**config.mk**
```make
export PLATFORM = sky130hd
export DESIGN_NAME = mii_frame_gen
export DESIGN_NICKNAME = d
export VERILOG_FILES = /design/src/rtl/mii_frame_gen.sv
export SDC_FILE = /design/constraint.sdc
export NUM_CORES = 1
export LEC_CHECK = 0
export CORE_MARGIN = 2
export CORE_UTILIZATION = 58
export CTS_CLUSTER_DIAMETER = 40
export DETAILED_ROUTE_END_ITERATION = 8
export DONT_BUFFER_PORTS = 1
export PLACE_DENSITY_LB_ADDON = 0.3
export SLEW_MARGIN = 5
export SYNTH_ARGS = -nofsm -noshare
export SYNTH_HDL_FRONTEND = slang
export SYNTH_SLANG_ARGS = --single-unit
export TNS_END_PERCENT = 50
```
**constraint.sdc**
```tcl
create_clock -name clk -period 5.1 [get_ports clk]
set_clock_uncertainty 0.05 [all_clocks]
set_input_delay 1.275 -clock clk [delete_from_list [all_inputs] [get_ports clk]]
set_output_delay 1.275 -clock clk [all_outputs]
set_load 0.01 [all_outputs]
```
**src/rtl/mii_frame_gen.sv**
```systemverilog
// mii_frame_gen: emits START/preamble, incrementing payload, TERM and idle gap on a 64-bit MII.
module mii_frame_gen #(
    parameter int DATA_WIDTH = 64,
    parameter int IFG_CYCLES = 1
) (
    input  logic                    clk,
    input  logic                    rst,
    input  logic                    start,
    input  logic [15:0]             frame_len,
    input  logic [7:0]              seed,
    input  logic                    err_inject,
    output logic                    ready,
    output logic [DATA_WIDTH/8-1:0] ctrl_out,
    output logic [DATA_WIDTH-1:0]   data_out,
    output logic                    done,
    output logic [31:0]             frames_sent
);
    localparam logic [63:0] IDLE_WORD  = 64'h0707070707070707;
    localparam logic [63:0] START_WORD = 64'hD5555555555555FB;

    typedef enum logic [1:0] {S_IDLE, S_START, S_PAYLOAD, S_IFG} state_t;

    state_t      state, state_nxt;
    logic [15:0] len;
    logic [7:0]  seed_q;
    logic        err_q;
    logic [12:0] word;
    logic [3:0]  gap;
    logic [16:0] k;
    logic [7:0]  ctrl_nxt;
    logic [63:0] data_nxt;
    logic        done_nxt;
    logic        accept, last;

    assign accept = state == S_IDLE && start && frame_len != 16'd0;
    assign last   = word == len[15:3];
    assign ready  = state == S_IDLE;

    always_ff @(posedge clk or posedge rst) begin
        if (rst) state <= S_IDLE;
        else     state <= state_nxt;
    end

    always_comb begin
        state_nxt = state;
        case (state)
            S_IDLE:    state_nxt = accept ? S_START : S_IDLE;
            S_START:   state_nxt = S_PAYLOAD;
            S_PAYLOAD: state_nxt = last ? S_IFG : S_PAYLOAD;
            S_IFG:     state_nxt = gap == 4'(IFG_CYCLES - 1) ? S_IDLE : S_IFG;
            default:   state_nxt = S_IDLE;
        endcase
    end

    always_ff @(posedge clk or posedge rst) begin
        if (rst) begin
            len    <= '0;
            seed_q <= '0;
            err_q  <= 1'b0;
            word   <= '0;
            gap    <= '0;
        end else begin
            if (accept) begin
                len    <= frame_len;
                seed_q <= seed;
                err_q  <= err_inject;
            end
            word <= state == S_PAYLOAD ? word + 13'd1 : '0;
            gap  <= state == S_IFG ? gap + 4'd1 : '0;
        end
    end

    // Byte index k is 17 bits so the TERM position len=0xFFFF stays representable.
    always_comb begin
        ctrl_nxt = 8'hFF;
        data_nxt = IDLE_WORD;
        done_nxt = 1'b0;
        k        = '0;
        if (state == S_START) begin
            ctrl_nxt = 8'h01;
            data_nxt = START_WORD;
        end else if (state == S_PAYLOAD) begin
            done_nxt = last;
            for (int i = 0; i < 8; i++) begin
                k = {1'b0, word, 3'(i)};
                if (err_q && k == {1'b0, len} - 17'd1) begin
                    ctrl_nxt[i]         = 1'b1;
                    data_nxt[8*i +: 8] = 8'hFE;
                end else if (k < {1'b0, len}) begin
                    ctrl_nxt[i]         = 1'b0;
                    data_nxt[8*i +: 8] = seed_q + k[7:0];
                end else if (k == {1'b0, len}) begin
                    data_nxt[8*i +: 8] = 8'hFD;
                end
            end
        end
    end

    always_ff @(posedge clk or posedge rst) begin
        if (rst) begin
            ctrl_out    <= '1;
            data_out    <= IDLE_WORD;
            done        <= 1'b0;
            frames_sent <= '0;
        end else begin
            ctrl_out    <= ctrl_nxt;
            data_out    <= data_nxt;
            done        <= done_nxt;
            frames_sent <= frames_sent + {31'd0, done_nxt};
        end
    end
endmodule

```
==> results.md <==
* Status: completed
* Synthesized area at 8100 µm²
* TritonRoute pass-1 iters at 5
* Slew @ Worst Pin at 0.995 ns
* Drt drc at 0
* Setup total negative slack at 0 ns
* Chip width at 122 µm
* Post-DP Area at 8220 µm²
* GRT Total Usage at 29.0%
* Max-cap violations at 0
* Leakage at 3.89 nW
* RePlAce Congestion at 0.969
* Die Y at 122 µm
* Vias per cell at 6.27
* Finished Cell Area at 8800 µm²
* Final Non-Filler Cells at 1005
* Finish-stage setup viols at 0
* CTS tree: yes
* Antenna-violating nets left at 0
* Row count at 43
* Fillers at 1120
* Data arrival time of the critical path at 3.99 ns
* Post-DP HPWL at 15.2 mm
* Share of post-route cells with drive strength above 1 at 13.7%
* F_max at 269 MHz
* Placement Setup Slack at 1.45 ns
* TritonCTS Buffers at 17
* Pins Over Slew Limit at 0
* Postcts setup bufs at 0
* Final #Nets at 873
* CTS H-Tree Depth at 4
* DP Cell Count at 972
* Root Buffer: clkbuf_16
* Global-route wire length before repair at 32.6 mm
* Clk_lat worst skew at 0.43 ns
* Core Area at 13800 µm²
* Required time worst endpoint at 5.37 ns
* Top cell type's share of synthesized area at 36.2%
* Post-synth EDFFs at 0
* # IOs at 134
* Max_slew headroom at 33.4%
* Critical path endpoint category: flop
* Worst setup margin at 1.38 ns
* Synth Register Bits at 149
* Synth unique cells at 62
* YS warnings at 0
* CTS sink count at 149
* PostCTS Resize Cnt at 0
* Net Count, Synth at 885
* RSZ-0062 raised after global routing: no
* Starting density of the core at 58.8%
* Synthesized instance count at 823
* Area contributors post-synth: dfrtp_1 36%, dfstp_2 10%, xnor2_1 5.1%, ha_1 4.9%, xor2_1 4.4%
* Power Density at 695 nW/µm²
* Die area at 14900 µm²
* Post-synth top flop: dfrtp_1
* Fin. Hold Viols at 0
* Period Utilization, post-route at 73.0%
* P&R area growth vs syn at 8.70%
* Post-synth top area cell: dfrtp_1
* Hold WS at 0.437 ns
* Tmin final at 3.72 ns
* Worst-path clk slew at 0.07 ns
* CP Launch Type: flop
* Maximum VDD drop at 481 µV
* Hold_buf cts at 0
* Worst-path fanout max at 5
* Mapped Avg Cell Area at 9.84 µm²
* Power Total at 6.12 mW
* Initial DRC count at 492
* DR WL/cell at 20.9 µm
* DRT Wirelength at 21.0 mm
* DR vias at 6301
* Initial antenna violation count at 1
* WS Path Type: reg2reg
* Clock tree buffer depth at 2
* Register area share after synthesis at 46.5%
* Async set or reset register ratio after synthesis at 100%
* Pin count of the biggest net entering global routing at 69
* Fin util at 63.9%
* HP Class: reg2reg
* Input/output buffers at 0
* Vias in the first global route at 6035
* Grt total ovfl at 0
## worst paths after layout
path,depth (start not counted),slack [ns],from,endpoint
setup / recovery,13,1.38,len[14],frames_sent[26]
hold / removal,1,0.44,gap[0],gap[0]
setup reg to reg,13,1.38,len[14],frames_sent[26]
hold reg to reg,1,0.44,gap[0],gap[0]
max in group asynchronous,2,3.02,rst,len[11]
min in group asynchronous,1,0.72,rst,frames_sent[27]
## cells in the mapped netlist (3+ instances only)
cell,count
a211o_1,3
a211oi_1,10
a21o_1,9
a21oi_1,62
a311oi_1,4
a31oi_1,18
and2_1,10
and3_1,12
and4_1,5
buf_1,5
buf_2,3
clkbuf_1,28
dfrtp_1,117
dfstp_2,32
ha_1,32
inv_1,33
mux2_2,25
nand2_1,80
nand2b_1,8
nand3_1,35
nand4_1,21
nor2_1,49
nor2b_1,9
nor3_1,16
nor4_1,5
o211ai_1,8
o21ai_0,47
or2_2,3
or3_1,5
xnor2_1,47
xor2_1,41
## layout make-up
type | instances | area [µm²] | area share (%)
multi-input combinational | 602 | 4050 | 46.0
sequential | 149 | 3770 | 42.8
clock buffer | 17 | 425 | 4.83
tap | 180 | 225 | 2.56
clock inverter | 15 | 146 | 1.66
inverter | 33 | 128 | 1.45
timing repair buffer | 8 | 60.1 | 0.682
antenna | 1 | 2.50 | 0.0284
## power breakdown
| group | internal (mW) | total [mW] | switching, mW |
|---|---|---|---|
| Clock | 0.681 | 1.21 | 0.527 |
| Combinational | 1.09 | 2.78 | 1.69 |
| Sequential | 1.65 | 2.13 | 0.484 |
| Total | 3.42 | 6.12 | 2.70 |
## cells in the final DEF, fill, tap and decap left out, drive strengths merged, types with 10 or more instances in the layout
master  count
dfrtp     117
nand2      80
a21oi      62
nor2       49
o21ai      48
xnor2      47
xor2       41
inv        38
nand3      35
ha         32
dfstp      32
mux2       26
nand4      22
a31oi      18
clkbuf     17
nor3       17
and3       13
a211oi     10
and2       10
## cells by family (layout without fill, tap and decap cells)
logic type               after synthesis  count (layout)  synth area share, %
AND/OR/NAND/NOR                      270             270                 17.1
AO/OA/AOI/OAI                        182             182                 13.9
flip-flops                           149             149                 46.5
XOR/XNOR                              88              88                 9.52
buffers and inverters                 72              73                 3.62
adder cells (fa/ha/maj)               34              34                 5.44
multiplexers                          28              28                 3.91
other                                  0               1                    0
## flip-flops by register name, summed over array words and instances, names as in the netlist
register,flops
err_q,1
seed_q,8
ctrl_out,8
frames_sent,32
len,16
data_out,64
word,13
done,1
gap,4
state,2
## layer usage
layer / track usage (%) / up-vias / part of all wire [%]
met5: 0 / - / 0
met3: 7.30 / 54 / 8.2
met2: 42.6 / 309 / 45
li1: - / 2890 / -
met1: 39.5 / 3048 / 43
met4: 15.3 / 0 / 3.7
## critical path, cell delays in order, from the launching register on
cell and delay [ns]:
dfrtp_1 0.40, inv_1 0.08, ha_1 0.29, nand4_1 0.12
nor3_1 0.44, nand3_1 0.34, nor2_1 0.22, ha_1 0.23
ha_1 0.23, and3_1 0.25, nand3_1 0.19, nor3_1 0.43
nand3_1 0.18, xnor2_1 0.15
Power figures use the tool's default switching activity.
